`src/rtl/rs_age_multi_cdb_pkg.sv`:
```
// Shared widths, entry payload types and the CDB wakeup helper for the
// age-ordered multi-CDB reservation station.
package rs_age_multi_cdb_pkg;

   localparam int unsigned RS_DEPTH = 16;
   localparam int unsigned ROB_W    = 4;
   localparam int unsigned OP_W     = 6;
   localparam int unsigned XLEN     = 32;
   localparam int unsigned N_CDB    = 2;
   localparam int unsigned CNT_W    = $clog2(RS_DEPTH + 1);
   localparam int unsigned IDX_W    = $clog2(RS_DEPTH);

   typedef struct packed {
      logic            rdy;
      logic [XLEN-1:0] val;
   } opnd_t;

   typedef struct packed {
      logic [OP_W-1:0]  opcode;
      opnd_t            rs1;
      opnd_t            rs2;
      logic [ROB_W-1:0] name;
   } rs_entry_t;

   // Capture a CDB result for an unready operand; bus 0 is visited last so it wins.
   function automatic opnd_t cdb_wake(input logic                   rdy,
                                      input logic [XLEN-1:0]        val,
                                      input logic [N_CDB-1:0]       sgn,
                                      input logic [N_CDB*XLEN-1:0]  res,
                                      input logic [N_CDB*ROB_W-1:0] name);
      opnd_t o;
      o.rdy = rdy;
      o.val = val;
      for (int k = int'(N_CDB) - 1; k >= 0; k--) begin
         if (!rdy && sgn[k] && (val[ROB_W-1:0] == name[k*ROB_W +: ROB_W])) begin
            o.rdy = 1'b1;
            o.val = res[k*XLEN +: XLEN];
         end
      end
      return o;
   endfunction

endpackage

```
`src/rtl/rs_age_multi_cdb_select.sv`:
```
// Oldest-ready picker: one-hot grant of the ready entry that no other ready entry is older than.
module rs_age_multi_cdb_select
   import rs_age_multi_cdb_pkg::*;
(
   input  logic [RS_DEPTH-1:0]               ready,
   input  logic [RS_DEPTH-1:0][RS_DEPTH-1:0] age,
   output logic [RS_DEPTH-1:0]               grant_c,
   output logic                              any_c
);

   logic blocked;

   // age[j][i]=1 means j is older than i, so a ready j blocks i.
   always_comb begin
      grant_c = '0;
      blocked = 1'b0;
      for (int i = 0; i < int'(RS_DEPTH); i++) begin
         blocked = 1'b0;
         for (int j = 0; j < int'(RS_DEPTH); j++) begin
            blocked = blocked | (ready[j] & age[j][i]);
         end
         grant_c[i] = ready[i] & ~blocked;
      end
   end

   assign any_c = |ready;

endmodule

```
`src/rtl/rs_age_multi_cdb.sv`:
```
// Reservation station between Issue and the ALU: N_CDB operand wakeup with
// issue-time bypass, oldest-ready dispatch via an age matrix, flush and ALU backpressure.
module rs_age_multi_cdb
   import rs_age_multi_cdb_pkg::*;
(
   input  logic                     clk,
   input  logic                     rst,
   input  logic                     rdy,
   input  logic                     flush,
   input  logic                     IS_sgn,
   input  logic [OP_W-1:0]          IS_opcode,
   input  logic [XLEN-1:0]          IS_rs1_val,
   input  logic                     IS_rs1_rdy,
   input  logic [XLEN-1:0]          IS_rs2_val,
   input  logic                     IS_rs2_rdy,
   input  logic [ROB_W-1:0]         IS_rob_name,
   output logic                     IS_RS_full,
   input  logic                     ALU_stall,
   output logic                     ALU_sgn,
   output logic [OP_W-1:0]          ALU_opcode,
   output logic [ROB_W-1:0]         ALU_name,
   output logic [XLEN-1:0]          ALU_lhs,
   output logic [XLEN-1:0]          ALU_rhs,
   input  logic [N_CDB-1:0]         CDB_sgn,
   input  logic [N_CDB*XLEN-1:0]    CDB_result,
   input  logic [N_CDB*ROB_W-1:0]   CDB_name
);

   logic [RS_DEPTH-1:0]               busy_q, busy_nxt;
   rs_entry_t                         ent_q [RS_DEPTH];
   logic [RS_DEPTH-1:0][RS_DEPTH-1:0] age_q;
   logic [CNT_W-1:0]                  count_q, count_nxt;
   logic [RS_DEPTH-1:0]               ready, grant;
   logic                              any_ready, dispatch, alloc, free_any;
   logic [IDX_W-1:0]                  free_idx, grant_idx;
   rs_entry_t                         is_ent;

   // Lowest-index free entry; only registered busy counts, so a slot freed this edge waits a cycle.
   always_comb begin
      free_any = 1'b0;
      free_idx = '0;
      for (int i = int'(RS_DEPTH) - 1; i >= 0; i--) begin
         if (!busy_q[i]) begin
            free_any = 1'b1;
            free_idx = IDX_W'(i);
         end
      end
   end

   always_comb begin
      ready     = '0;
      grant_idx = '0;
      for (int i = 0; i < int'(RS_DEPTH); i++) begin
         ready[i] = busy_q[i] & ent_q[i].rs1.rdy & ent_q[i].rs2.rdy;
         if (grant[i]) grant_idx = grant_idx | IDX_W'(i);
      end
   end

   rs_age_multi_cdb_select u_select (
      .ready   (ready),
      .age     (age_q),
      .grant_c (grant),
      .any_c   (any_ready)
   );

   assign dispatch = any_ready & ~ALU_stall;
   assign alloc    = IS_sgn & free_any;

   // Incoming entry with same-cycle CDB bypass applied.
   always_comb begin
      is_ent.opcode = IS_opcode;
      is_ent.rs1    = cdb_wake(IS_rs1_rdy, IS_rs1_val, CDB_sgn, CDB_result, CDB_name);
      is_ent.rs2    = cdb_wake(IS_rs2_rdy, IS_rs2_val, CDB_sgn, CDB_result, CDB_name);
      is_ent.name   = IS_rob_name;
   end

   always_comb begin
      busy_nxt = busy_q;
      if (dispatch) busy_nxt = busy_nxt & ~grant;
      if (alloc)    busy_nxt[free_idx] = 1'b1;
      count_nxt = count_q + CNT_W'(alloc) - CNT_W'(dispatch);
   end

   // Entry payloads need no reset: busy qualifies every use.
   always_ff @(posedge clk) begin
      if (rdy && !flush) begin
         for (int i = 0; i < int'(RS_DEPTH); i++) begin
            ent_q[i].rs1 <= cdb_wake(ent_q[i].rs1.rdy, ent_q[i].rs1.val, CDB_sgn, CDB_result, CDB_name);
            ent_q[i].rs2 <= cdb_wake(ent_q[i].rs2.rdy, ent_q[i].rs2.val, CDB_sgn, CDB_result, CDB_name);
         end
         if (alloc) ent_q[free_idx] <= is_ent;
      end
   end

   always_ff @(posedge clk or negedge rst) begin
      if (!rst) begin
         busy_q     <= '0;
         age_q      <= '0;
         count_q    <= '0;
         IS_RS_full <= 1'b0;
         ALU_sgn    <= 1'b0;
         ALU_opcode <= '0;
         ALU_name   <= '0;
         ALU_lhs    <= '0;
         ALU_rhs    <= '0;
      end else if (rdy) begin
         if (flush) begin
            busy_q     <= '0;
            count_q    <= '0;
            IS_RS_full <= 1'b0;
            ALU_sgn    <= 1'b0;
         end else begin
            busy_q     <= busy_nxt;
            count_q    <= count_nxt;
            IS_RS_full <= (count_nxt >= CNT_W'(RS_DEPTH - 1));
            ALU_sgn    <= dispatch;
            if (dispatch) begin
               ALU_opcode <= ent_q[grant_idx].opcode;
               ALU_name   <= ent_q[grant_idx].name;
               ALU_lhs    <= ent_q[grant_idx].rs1.val;
               ALU_rhs    <= ent_q[grant_idx].rs2.val;
            end
            // New entry is younger than everything currently busy.
            if (alloc) begin
               for (int j = 0; j < int'(RS_DEPTH); j++) age_q[j][free_idx] <= busy_q[j];
               age_q[free_idx] <= '0;
            end
         end
      end
   end

   a_no_drop: assert property (@(posedge clk) disable iff (!rst)
                               (rdy && !flush && IS_sgn) |-> free_any)
      else $error("rs_age_multi_cdb: issue dropped with no free entry");

endmodule

```
`config.mk`:
```
export PLATFORM = sky130hd
export DESIGN_NAME = rs_age_multi_cdb
export DESIGN_NICKNAME = d
export VERILOG_FILES = /design/src/rtl/rs_age_multi_cdb_pkg.sv /design/src/rtl/rs_age_multi_cdb_select.sv /design/src/rtl/rs_age_multi_cdb.sv
export SDC_FILE = /design/constraint.sdc
export NUM_CORES = 2
export LEC_CHECK = 0
export ABC_AREA = 1
export CORE_UTILIZATION = 55
export CTS_CLUSTER_SIZE = 25
export DETAILED_ROUTE_END_ITERATION = 10
export GPL_TIMING_DRIVEN = 1
export PLACE_DENSITY_LB_ADDON = 0.08
export SYNTH_ARGS = -nofsm -noshare
export SYNTH_HDL_FRONTEND = slang
export SYNTH_SLANG_ARGS = --single-unit
```
`constraint.sdc`:
```
create_clock -name clk -period 4.27 [get_ports clk]
set_clock_uncertainty 0.2 [all_clocks]
set_input_delay 0.427 -clock clk [delete_from_list [all_inputs] [get_ports clk]]
set_output_delay 0.427 -clock clk [all_outputs]
set_load 0.1 [all_outputs]
```
# ---- Yosys cells after proc, flatten, opt, wreduce, memory -nomap -nowiden
# Memory sizes are Yosys's and may differ from the RTL's. A register that Yosys moved wholly into a read port is not among the register bits.
# Index checks and enable logic that the tools add are counted.
dict set report op_classes {
  addsub 2
  n_mul 0
  div 0
  order_cmp 3
  eq_ne 68
  n_shift 0
  n_mux 178
  bitwise 569
  n_reduce_logical 177
}
# operator count
set op_table {}
lappend op_table {{$mux 33} 100}
lappend op_table {{$and 1x1->1} 306}
lappend op_table {{$eq 4x4->1} 68}
lappend op_table {{$and 256x256->256} 1}
lappend op_table {{$bwmux 16} 16}
lappend op_table {{$not 256->256} 1}
lappend op_table {{$or 1x1->1} 240}
lappend op_table {{$logic_and 1x1->1} 138}
lappend op_table {{$mux 4} 24}
lappend op_table {{$demux 16 s4} 1}
lappend op_table {{$mux 16} 4}
lappend op_table {{$logic_not 1->1} 36}
lappend op_table {{$mux 1} 25}
lappend op_table {{$not 1->1} 18}
lappend op_table {{$and 16x16->16} 1}
lappend op_table {{$not 16->16} 1}
lappend op_table {{$or 16x16->16} 1}
lappend op_table {{$reduce_or 16->1} 1}
lappend op_table {{$mux 3} 4}
lappend op_table {{$reduce_and 3->1} 2}
lappend op_table {{$add 5x1->5} 1}
lappend op_table {{$ge 5x4->1 const B} 1}
lappend op_table {{$lt 4x5->1 const B} 1}
lappend op_table {{$mux 5} 1}
lappend op_table {{4 further kinds} 5}
dict set report word_totals {
  register_bits 279
  latchBits 0
  ramBits 1216
  romBits 0
  input_bits 156
  output_inout_bits 76
  elab_cells 1018
  mem_count 1
}
# name words word_bits read_ports rd_clocked_by_memory_dff write_ports line_no
set mem_list {}
lappend mem_list {ent_q 16 76 17 1 17 rs_age_multi_cdb.sv:30} ;# rs_entry_t ent_q [RS_DEPTH];

# ---- Depth between registers and ports, before layout
# An unclocked memory read counts as a cell.
dict set report logic_depth {
  ltp_word 36
  depth_mapped 21
  mapped_depth_nobuf 18
}

# ---- Hierarchy
# A second synthesis with hierarchy kept.
dict set report hier_totals {
  hier_cells 10911
  area_unflattened_um2 90030.1
}
# mod instances cells_each area_each_um2 seq_area_each_um2
set by_module_without_submodules {}
lappend by_module_without_submodules {rs_age_multi_cdb 1 10363 87685.3 45348.5}
lappend by_module_without_submodules {rs_age_multi_cdb_select 1 548 2344.7 0.0}

# ---- Worst setup path before layout
# Ideal clock, no wire load.
dict set report synth_timing {
  path_type {input-to-reg}
  start {in CDB_name[1]}
  end {mem ent_q[3][37] (netlist bit), enable pin}
  setup_ps 443
  t_arrival_ps 3832
  required_ps 3627
  slack_ps -206
  cell_stages 9
  n_path_buf 5
  cell_sequence {clkbuf_1 clkbuf_1 clkbuf_1 o21ai_0 a21oi_1 nand4_1 clkbuf_1 buf_1 a31oi_1}
}
# element line_no
set synth_lines {}
lappend synth_lines {{start, declared} rs_age_multi_cdb.sv:26} ;# input logic [N_CDB*ROB_W-1:0] CDB_name
lappend synth_lines {{end, declared} rs_age_multi_cdb.sv:30}

==> results.toml <==
[sta]
finalCritPeriodShare_pct = 99.4
tightest_slew_ns = 1.20
period_needed_ns = 4.25
rsz0062_at_grt = "no"
slew_violations = 0
finalSetupViolations = 0
max_slew_margin_pct = 19.6
finalHoldViolations = 0
clock.fmax_mhz = 236

[yosys]
yosys-top-cells-area = "edfxtp_1 (39%), nand2_1 (12%), dfrtp_1 (9.4%)"
yosysWarningCount = 0
synth_top_area_share_pct = 38.7
avgSynthCellArea_um2 = 7.83
syn-cell-area_um2 = 94400
yosysSeqAreaShare_pct = 48.0
synth-edff-count = 1216
synthArstFlopShare_pct = 22.5
synth_ff_type = "edfxtp_1"
synthCells = 12100
yosys.area.top_type = "edfxtp_1"
ys_ff_latch = 1569
ys_types = 46
synth_nets = 12200

[setup_path]
path_buf_inv = 4
cp_top_family = "simple AND/OR/NAND/NOR gates"
worst_setup_path_end_kind = "register"
crit_type = "reg2reg"
slowest_delay_ns = 0.64
critical_path.cell_chain = "inv_1 > nor2_2 > nand2_1 > o21ai_0 > nor2_1 > nand3_1 > nand2_1 > nor2_4 > buf_12 > buf_12 > buf_12 > nand3b_1 > nand3_1 > nand3_1 > nand3_1 > nand2_1 > nand2_1 > nand2_1"
r2r_setup_slack_ns = 0.02
arrival_ns = 4.79
r2r-start = "ent_q[5][36]"
crit_start = "ent_q[5][36]"
startpoint_type = "register"
path_max_fanout = 41
crit_top_cell = "nand2_1"
crit_path_top_delay_cell = "edfxtp_1"
reg2regPathDepth = 18
r2r-end = "ALU_rhs[9]"
crit_required_ns = 4.81

[detailed_routing]
drc = 0
drtIter0Drc = 15200
viasPerCell = 6.66
dr_wl_met2_um = 181000
wl_met3_um = 60200
ant_nets = 0
vias = 95400
m1WireLength_um = 144000
dr.pass1.iters = 7
wl_um = 432000
wl_per_cell_um = 30.2
top_layer = "met5"

[floorplanning]
rows = 151
start_util_pct = 55.6
die_w_um = 416
ios = 232
dieArea_um2 = 173000
core-area_um2 = 170000
fp.dieH_um = 416

[final_layout]
design_area_um2 = 109000
nFillCells = 14500
finalNonFillerCells = 14300
area_delta_synth_final_pct = 15.2
nets = 12100
final_layout_size_suffix_gt1_share_pct = 8.74
final_util_pct = 64.1

[cts]
cts_root_buf = "clkbuf_16"
clkTransAtPathRegs_ns = 0.06
clock_sinks = 1569
cts_max_path_buffers = 3
cts_buffers = 176
htree_levels = 4
insertion_delay_ns = 0.86
cts_tree = "yes"

[placed_design]
port_buffers = 231
dpl_cell_area_um2 = 103000
place.detailed.hpwl_um = 269000
gp_congestion = 0.997
dp_cells = 14000

[grt]
grt_pass1_wl_um = 614000
grt_pass1_vias = 88900
grt_overflow = 0
grt.total_usage_pct = 49.1
grt_start_max_net_pins = 113
antenna_found_initial = 13

[power_and_ir_drop]
p_leak_nw = 48.2
power_density_nw_per_um2 = 361
ir_worst_vdd_v = 0.000477

[status]
status = "finished, final reports clean"

[run]
cap_violations = 0

[hold_path]
min_path_type = "in2async"
registers in the layout, summed over array words and instances (netlist names):
name        flops
ent_q        1216
age_q         256
ALU_lhs        32
ALU_rhs        32
busy_q         16
ALU_opcode      6
count_q         5
ALU_name        4
ALU_sgn         1
IS_RS_full      1
area by class of cell:
cell class	instances	area (um2)	area share (%)
Sequential cell	1569	45300	41.7
Multi-Input combinational cell	8041	40000	36.8
Timing Repair Buffer	923	10100	9.31
Clock buffer	258	5080	4.67
Inverter	1231	4630	4.25
Tap cell	2218	2780	2.55
Clock inverter	67	791	0.727
Antenna cell	6	15.0	0.0138
cells in the mapped netlist, types with 2 or more instances:
master	instances
o211ai_1	513
a31oi_1	18
nand3_2	3
buf_2	422
xor2_1	27
a2111oi_0	9
a22oi_1	5
o221ai_1	10
inv_2	12
nand3_1	1311
nor2_4	3
o21a_1	22
nand2_1	2950
nand3b_1	401
buf_1	111
a211oi_1	30
o21ai_1	84
buf_4	12
nor2_2	6
ha_1	5
inv_1	1185
nand2_2	2
o2111ai_1	4
nor3_1	7
a21oi_1	179
xnor2_1	14
a221oi_1	62
dfrtp_1	353
clkinv_1	34
nor4_1	3
edfxtp_1	1216
clkbuf_1	671
o22ai_1	130
nand4_2	2
nand4_1	82
o21ai_0	1706
nor2_1	445
worst max-delay path by stage:
stage                     slack, ns  cells after the start           end
after floorplan               -0.06                     12  ent_q[2][10]
after global placement        -0.02                     20    ALU_rhs[4]
after detailed placement      -0.03                     20    ALU_rhs[4]
after CTS                      0.16                     22    ALU_rhs[4]
after global routing          0.009                     19    ALU_rhs[4]
final                          0.02                     18    ALU_rhs[9]
what timing repair did:
item	4_1_cts	5_1_grt
setup endpoints to repair	1	73
endpoints found under the hold margin	111	0
hold buffers	1	0
pin swaps	0	0
cloned	0	0
buffers inserted	0	0
gates resized for setup	1	1
routing by layer:
metal  global-route usage [%]  vias to the layer above
li1                         -                    40700
met1                     60.2                    44500
met2                     72.4                     8062
met3                     12.0                     2077
met4                     42.8                       12
met5                        0                        -
stage by stage:
step	hold WS (ns)	setup slack (ns)	setup TNS [ns]	total power, mW
final	0.0280	0.0238	0	39.3
after detailed placement	0.255	-0.0325	-0.0325	23.6
after global placement	0.248	-0.0248	-0.0248	23.4
after CTS	0.0259	0.165	0	39.0
after floorplan	-0.0686	-0.0640	-4.22	21.3
after global routing	0.0454	0.00924	0	40.2
where the power goes:
group / internal [mW] / total [mW] / switching [mW]
Combinational: 1.71 / 6.17 / 4.46
Clock: 9.15 / 15.8 / 6.70
Sequential: 17.0 / 17.3 / 0.294
Total: 27.9 / 39.3 / 11.4
cells by family (layout without fill, tap and decap cells):
kind of cell | Yosys count | count (layout) | synth area share [%]
other | 0 | 6 | 0
AND/OR/NAND/NOR | 5219 | 5219 | 24.4
AO/OA/AOI/OAI | 2775 | 2775 | 16.8
adder cells (fa/ha/maj) | 6 | 6 | 0.0874
buffers and inverters | 2448 | 2479 | 10.3
flip-flops | 1569 | 1569 | 48.0
XOR/XNOR | 41 | 41 | 0.380
cells in the final DEF, fill, tap and decap left out, types with 84 or more instances in the layout:
cell type | synthesis | final
nand3_1 | 1311 | 1285
inv_1 | 1185 | 1182
a21oi_1 | 179 | 167
nand3b_1 | 401 | 401
buf_4 | 12 | 481
o21ai_1 | 84 | 84
nand2_1 | 2950 | 2946
clkdlybuf4s50_1 | 0 | 221
o211ai_1 | 513 | 513
dfrtp_1 | 353 | 353
o22ai_1 | 130 | 130
buf_12 | 0 | 212
edfxtp_1 | 1216 | 1216
clkbuf_16 | 0 | 181
nor2_1 | 445 | 443
o21ai_0 | 1706 | 1706
(Power assumes the default switching activity.)
